$ cat src/rtl/param_latch_bank_clocked.sv
// Bank of CHANNELS clocked WIDTH-bit "latches": transparent, gate-edge capture or hold,
// with per-channel sync preset, valid flags, change pulses and saturating change counters.
module param_latch_bank_clocked #(
  parameter int                WIDTH           = 4,
  parameter int                CHANNELS        = 4,
  parameter int                GATE_ACTIVE_LOW = 1,
  parameter logic [WIDTH-1:0]  PRESET_VAL      = {WIDTH{1'b1}},
  parameter int                CNT_W           = 4
) (
  input  logic                      CLK,
  input  logic                      RST,
  input  logic [CHANNELS*WIDTH-1:0] D,
  input  logic [CHANNELS-1:0]       G,
  input  logic [CHANNELS-1:0]       SET,
  input  logic [1:0]                MODE,
  output logic [CHANNELS*WIDTH-1:0] Q,
  output logic [CHANNELS-1:0]       VALID,
  output logic [CHANNELS-1:0]       CHG,
  output logic [CHANNELS*CNT_W-1:0] CHG_CNT
);

  localparam logic [1:0] MODE_TRANSPARENT = 2'b00;
  localparam logic [1:0] MODE_EDGE        = 2'b01;

  logic                rst_hold;
  logic [CHANNELS-1:0] act;
  logic [CHANNELS-1:0] prev_act;
  logic [CHANNELS-1:0] valid_reg;
  logic [CHANNELS-1:0] valid_nxt;
  logic [CHANNELS-1:0] chg_reg;
  logic [WIDTH-1:0]    q_reg [CHANNELS];
  logic [WIDTH-1:0]    q_nxt [CHANNELS];
  logic [CNT_W-1:0]    cnt_reg [CHANNELS];

  always_comb begin
    act = (GATE_ACTIVE_LOW != 0) ? ~G : G;
    for (int i = 0; i < CHANNELS; i++) begin
      q_nxt[i]     = q_reg[i];
      valid_nxt[i] = valid_reg[i];
      if (SET[i]) begin
        q_nxt[i]     = PRESET_VAL;
        valid_nxt[i] = 1'b0;
      end else if (MODE == MODE_TRANSPARENT) begin
        if (act[i]) begin
          q_nxt[i]     = D[i*WIDTH +: WIDTH];
          valid_nxt[i] = 1'b1;
        end
      end else if (MODE == MODE_EDGE) begin
        if (prev_act[i] && !act[i]) begin
          q_nxt[i]     = D[i*WIDTH +: WIDTH];
          valid_nxt[i] = 1'b1;
        end
      end
    end
  end

  // rst_hold makes the first edge after reset release a no-op for every register
  always_ff @(posedge CLK or posedge RST) begin
    if (RST) begin
      rst_hold  <= 1'b1;
      prev_act  <= '0;
      valid_reg <= '0;
      chg_reg   <= '0;
      for (int i = 0; i < CHANNELS; i++) begin
        q_reg[i]   <= PRESET_VAL;
        cnt_reg[i] <= '0;
      end
    end else if (rst_hold) begin
      rst_hold <= 1'b0;
    end else begin
      prev_act  <= act;
      valid_reg <= valid_nxt;
      for (int i = 0; i < CHANNELS; i++) begin
        q_reg[i]   <= q_nxt[i];
        chg_reg[i] <= (q_nxt[i] != q_reg[i]);
        if ((q_nxt[i] != q_reg[i]) && (cnt_reg[i] != {CNT_W{1'b1}}))
          cnt_reg[i] <= cnt_reg[i] + CNT_W'(1);
      end
    end
  end

  for (genvar i = 0; i < CHANNELS; i++) begin : g_out
    assign Q[i*WIDTH +: WIDTH]       = q_reg[i];
    assign CHG_CNT[i*CNT_W +: CNT_W] = cnt_reg[i];
  end

  assign VALID = valid_reg;
  assign CHG   = chg_reg;

endmodule
$ cat config.mk
export PLATFORM = sky130hd
export DESIGN_NAME = param_latch_bank_clocked
export DESIGN_NICKNAME = d
export VERILOG_FILES = /design/src/rtl/param_latch_bank_clocked.sv
export SDC_FILE = /design/constraint.sdc
export NUM_CORES = 1
export LEC_CHECK = 0
export BUFFER_PORTS_ARGS = -buffer_cell sky130_fd_sc_hd__buf_2
export CORE_UTILIZATION = 40
export DETAILED_ROUTE_END_ITERATION = 8
export GPL_TIMING_DRIVEN = 0
export PLACE_DENSITY = 0.75
export SLEW_MARGIN = 20
export SYNTH_ARGS = -nofsm -noshare
export SYNTH_HDL_FRONTEND = slang
export SYNTH_SLANG_ARGS = --single-unit
export TNS_END_PERCENT = 20
$ cat constraint.sdc
create_clock -name CLK -period 2.39 [get_ports CLK]
set_clock_uncertainty 0.2 [all_clocks]
set_input_delay 0.3585 -clock CLK [delete_from_list [all_inputs] [get_ports CLK]]
set_output_delay 0.3585 -clock CLK [all_outputs]
set_load 0.005 [all_outputs]
# Yosys cells after proc, flatten, opt, wreduce, memory -nomap -nowiden
# Cells that the tools add are included.
[word_totals] regBits=45 in_bits=28 out_inout_bits=40 elab_cells=103
[op_classes] addsub=4 eq_ne=13 mux=40 bitwise=2 n_reduce_logical=29
[op_table] operator="two-way mux 4 bit" count=20
[op_table] operator="nonzero test 3 bit" count=8
[op_table] operator="two-way mux 1 bit" count=20
[op_table] operator="adder 4 x 1 -> 4 bit, second input constant" count=4
[op_table] operator="!= test 4 bit" count=4
[op_table] operator="!= test 4 bit, second input constant" count=4
[op_table] operator="AND reduction 4 bit" count=4
[op_table] operator="!= test 3 bit, second input constant" count=4
[op_table] operator="logical AND 1 bit" count=8
[op_table] operator="AND reduction 2 bit" count=4
[op_table] operator="logical NOT 1 bit" count=4
[op_table] operator="inverter 4 bit" count=1
[op_table] operator="== test 2 x 1 -> 1 bit, second input constant" count=1
[op_table] operator="logical NOT 2 bit" count=1
[op_table] operator="inverter 1 bit" count=1

# Logic depth before layout (Yosys ltp)
[depth] word_depth=10 ltp_mapped=8 mapped_depth_nobuf=6

# Worst setup path after synthesis
# No wires, ideal clock.
[synth_path] path_kind="reg-to-reg" start="register q_reg (netlist bit Q[8])" end="register cnt_reg (netlist bit CHG_CNT[9])" setup_time_ns=0.128 arrival_ns=2.023 t_required_ns=2.062 path_slack_ns=0.039 path_stages_with_launch=8 n_path_buf=1 period_less_slack_ns=2.351 cell_sequence="dfstp_2 -> nor2b_1 -> o31a_1 -> a2bb2oi_1 -> or4b_1 -> buf_2 -> nand3_1 -> mux2_1"
[synth_via] elab_chain_cells=7 word_cells_on_any_way=8 classes_between="1 x eq/ne; 5 x mux; 2 x reduce/logical"
[synth_lines] item="start: declaration" line_no="31" text="logic [WIDTH-1:0] q_reg [CHANNELS];"
[synth_lines] item="start signal: indexed assignment" line_no="74" text="q_reg[i] <= q_nxt[i];"
[synth_lines] item="two-way mux 4 bit" line_no="49" text="if (prev_act[i] && !act[i]) begin"
[synth_lines] item="two-way mux 4 bit" line_no="48" text="end else if (MODE == MODE_EDGE) begin"
[synth_lines] item="two-way mux 4 bit" line_no="43" text="end else if (MODE == MODE_TRANSPARENT) begin"
[synth_lines] item="two-way mux 4 bit" line_no="40" text="if (SET[i]) begin"
[synth_lines] item="!= test 4 bit *" line_no="76" text="if ((q_nxt[i] != q_reg[i]) && (cnt_reg[i] != {CNT_W{1'b1}}))"
[synth_lines] item="logical AND 1 bit *" line_no="76"
[synth_lines] item="AND reduction 2 bit (no source line) *"
[synth_lines] item="end signal: indexed assignment" line_no="77" text="cnt_reg[i] <= cnt_reg[i] + CNT_W'(1);"
[synth_lines] item="end: declaration" line_no="33" text="logic [CNT_W-1:0] cnt_reg [CHANNELS];"
# Mark *: on every way between the ends. The rest lies on a longest branch, timed or not.
# A chain may end at the register's enable or synchronous reset.

# Final worst setup path
[layout_path] start="input port MODE[0]" end="register cnt_reg (netlist bit CHG_CNT[1])"
[layout_via] elab_chain_cells=7 word_cells_on_any_way=8 classes_between="2 x eq/ne; 3 x mux; 3 x reduce/logical"
[layout_lines] item="start: declaration" line_no="15" text="input logic [1:0] MODE,"
[layout_lines] item="== test 2 x 1 -> 1 bit" line_no="48"
[layout_lines] item="two-way mux 4 bit" line_no="48"
[layout_lines] item="two-way mux 4 bit *" line_no="43"
[layout_lines] item="two-way mux 4 bit *" line_no="40"
[layout_lines] item="!= test 4 bit *" line_no="76"
[layout_lines] item="logical AND 1 bit *" line_no="76"
[layout_lines] item="AND reduction 2 bit (no source line) *"
# Marks and branches as above.

==> metrics.md <==
| Metric | Value |
|---|---|
| Drt total wl | 7160 um |
| Async SR Flop Fraction | 100% |
| Total CTS buffers | 5 |
| # diodes | 0 |
| Initial core utilization | 42.0% |
| Initial antenna violation count | 0 |
| Worst Path Max Fanout | 10 |
| Outcome | complete, but fails checks |
| Slew Limit Fails | 0 |
| Sw Share | 32.6% |
| 1st-pass router iterations | 7 |
| Number of synthesis warnings | 0 |
| Worst vdd ir | 0.687 mV |
| Unrepaired setup endpoints after global routing | true |
| Residual DRC | 11 |
| CP Capture Type | register |
| Worst-Margin Slew | 0.552 ns |
| DR iter-0 viols | 196 |
| Final setup violation count | 1 |
| F_max | 0.418 GHz |
| Full die area | 0.00708 mm2 |
| CTS clock-pin slew for the worst setup and hold paths | 0.09 ns |
| Synth Register Bits | 45 |
| Gate power share | 35.3% |
| Routed len/inst | 15.9 um |
| Pin count of the biggest net entering global routing | 26 |
| HPWL after detailed placement | 4910 um |
| P_leak | 1.53 nW |
| Most used DFF post-synth | dfrtp_1 |
| First-pass GRT wire length | 11800 um |
| Hold Path Class | primary input to register |
| Antenna viol nets, final | 0 |
| Core outline area | 0.00642 mm2 |
| Rel. slew slack | 63.2% |
| CP max stage cell | nor4_1 |
| Total power | 2.96 mW |
| Clk_lat worst skew | 0.30 ns |
| Post-synthesis instance total | 288 |
| Syn Nets | 320 |
| Worst EP arrival | 2.38 ns |
| Seq/Total Area, Yosys | 42.5% |
| Cell mode on critical path | buf_2 |
| Vias in the first global route | 2508 |
| Clock Path Buffers | 2 |
| Share of layout cells above drive strength 1 | 36.9% |
| Internal Power | 1.99 mW |
| P per Cell Area | 849 mW/mm2 |
| Clk root buf | clkbuf_8 |
| Drt via density | 5.74 |
| Final #Nets | 405 |
| Critical path, cell by cell | buf_2 -> buf_2 -> nor4_1 -> a22o_1 -> a221o_1 -> a2111oi_4 -> buf_4 -> a311o_2 -> mux2_4 |
| GPL Wtd Cong | 0.849 |
| Final Core Density | 54.2% |
| TritonCTS Sinks | 45 |
| Port Buffers | 63 |
| Kind of critical path | primary input to register |
| # rows | 29 |
| Fin area | 0.00348 mm2 |
| Netlist cell types | 54 |
| CP max stage delay | 0.46 ns |
| Minimum clock period | 2.39 ns |
| Switching pwr | 0.965 mW |
| Io pins | 68 |
| TritonCTS clock tree | yes |
| H-tree depth | 2 |
| Failing checks | DRC, setup timing |
| Overflow after GRT | 0 |
| Max_cap viols | 0 |
| Total track usage | 20.6% |
| Placed Area | 0.00313 mm2 |
| Worst setup margin | -0.00188 ns |
| Mapped Area | 0.00270 mm2 |
| Area growth, synth to finish | 28.9% |
| Critical path required time | 2.38 ns |
| Sequential share of power | 41.5% |
| Clock share of power | 23.2% |
| Syn Area/Cell | 9.37 um2 |
| Post-synth EDFFs | 0 |
| Fin. Hold Viols | 0 |
| Die Span Y | 84.1 um |
| Via count | 2587 |
| Final worst path period share | 100% |
| Startpoint class of the critical path | primary input |
| Die extent in x | 84.1 um |
## layout by cell type (no fill, tap or decap), drive strengths merged, types with 7 or more instances in the layout
cell / count
mux2: 13
nand2: 12
o22ai: 10
nand2b: 8
dfrtp: 28
o21ai: 11
nor3: 7
nor2: 19
buf: 84
dfstp: 17
clkbuf: 11
inv: 15
a21oi: 23
nand3: 13
nor2b: 21
o22a: 7
## path summary, 6_finish.rpt
| check | from | endpoint | slack [ns] | cells after the start |
|---|---|---|---|---|
| setup / recovery | MODE[0] | CHG_CNT[1]$_DFFE_PP0P_ | -0.002 | 9 |
| hold / removal | G[3] | prev_act[3]$_DFFE_PP0N_ | 0.11 | 2 |
| setup reg to reg | Q[0]$_DFFE_PP1N_ | CHG_CNT[1]$_DFFE_PP0P_ | 0.03 | 7 |
| hold reg to reg | CHG[1]$_DFFE_PP0N_ | CHG[1]$_DFFE_PP0N_ | 0.31 | 1 |
| max in group asynchronous | RST | Q[7]$_DFFE_PP1N_ | 1.00 | 4 |
| min in group asynchronous | RST | VALID[3]$_DFFE_PP0P_ | 0.42 | 3 |
## state kept, by name, indices dropped and copies added, names as in the netlist
| register | count |
|---|---|
| CHG_CNT | 16 |
| CHG | 4 |
| prev_act | 4 |
| VALID | 4 |
| rst_hold | 1 |
| Q | 16 |
## power groups by stage
stage | clock (mW) | combinational, mW | sequential (mW)
global placement | 0 | 0.881 | 1.23
detailed placement | 0 | 0.916 | 1.24
global route | 0.721 | 1.16 | 1.27
finish | 0.686 | 1.04 | 1.23
floorplan | 0 | 0.557 | 1.22
CTS | 0.694 | 1.02 | 1.22
## cell type report
class / instances / area, um2
flip-flops and latches: 45 / 1150
fillers: 589 / 2940
inverters: 15 / 56.3
clock buffers: 5 / 68.8
clock inverters: 3 / 65.1
plain buffers: 11 / 48.8
well taps: 77 / 96.3
multi-input cells: 215 / 1540
repair buffers: 80 / 458
## repair_timing
action	CTS	global route
endpoints found under the setup margin	8	21
resized for setup	18	8
setup buffers	10	5
hold endpoints to repair	11	0
gates cloned	0	0
pin swaps	7	8
hold buffers	1	0
## routing by layer
layer,vias to the layer above,global-route usage (%),wire length (um)
li1,1234,-,-
met1,1275,26.3,3240
met4,0,5.17,84
met3,10,4.33,354
met2,68,35.8,3490
met5,-,0,0
## cells in the mapped netlist, types with 2 or more instances
cell type | instances | area [um2]
o22a_1 | 7 | 61.3
nor4_1 | 4 | 25.0
buf_1 | 2 | 7.51
o21ai_0 | 11 | 55.1
nand3_1 | 13 | 65.1
xnor2_1 | 4 | 35.0
mux2_1 | 4 | 45.0
nor2b_1 | 21 | 131
nand2b_1 | 8 | 50.1
nor3_1 | 7 | 35.0
mux2_2 | 9 | 101
clkbuf_1 | 7 | 26.3
dfrtp_1 | 28 | 701
mux2i_1 | 2 | 20.0
or2_2 | 2 | 12.5
nand4_1 | 2 | 12.5
a31oi_1 | 6 | 37.5
a21o_1 | 2 | 15.0
a21oi_1 | 23 | 115
a2bb2oi_1 | 6 | 52.6
nor3b_1 | 5 | 37.5
dfstp_2 | 17 | 447
nor2_1 | 19 | 71.3
nand4b_1 | 3 | 26.3
buf_2 | 3 | 15.0
and4b_1 | 2 | 20.0
inv_1 | 15 | 56.3
or3_1 | 2 | 12.5
a211oi_1 | 2 | 15.0
and2_1 | 2 | 12.5
ha_1 | 4 | 50.1
a22oi_1 | 4 | 30.0
nand2_1 | 12 | 45.0
o22ai_1 | 10 | 62.6
## cell families (layout without fill, tap and decap cells)
logic type / Yosys count / in the layout / synth area share, %
AND/OR/NAND/NOR: 104 / 104 / 21.3
AO/OA/AOI/OAI: 87 / 87 / 22.5
flip-flops: 45 / 45 / 42.5
buffers and inverters: 28 / 114 / 4.17
multiplexers: 15 / 15 / 6.17
adder cells (fa/ha/maj): 4 / 4 / 1.85
XOR/XNOR: 4 / 4 / 1.30
other: 1 / 1 / 0.139
## worst max-delay path: cells and delay by family
family	cells	cell delay, ns
buffers and inverters	3	0.48
AOI/OAI and AO/OA	4	0.79
and+or+nand+nor	1	0.46
muxes	1	0.30
## metrics by stage
stage	instances	setup WS (ns)	hold slack (ns)	TNS, ns
6_report	451	-0.00188	0.109	-0.00188
4_1_cts	448	-0.0681	0.0910	-0.136
3_3_place_gp	428	-0.232	0.300	-1.38
5_1_grt	451	-0.0672	0.117	-0.172
3_5_place_dp	429	-0.267	0.202	-1.95
2_1_floorplan	288	0.0392	0.247	0
(Power assumes the default switching activity.)
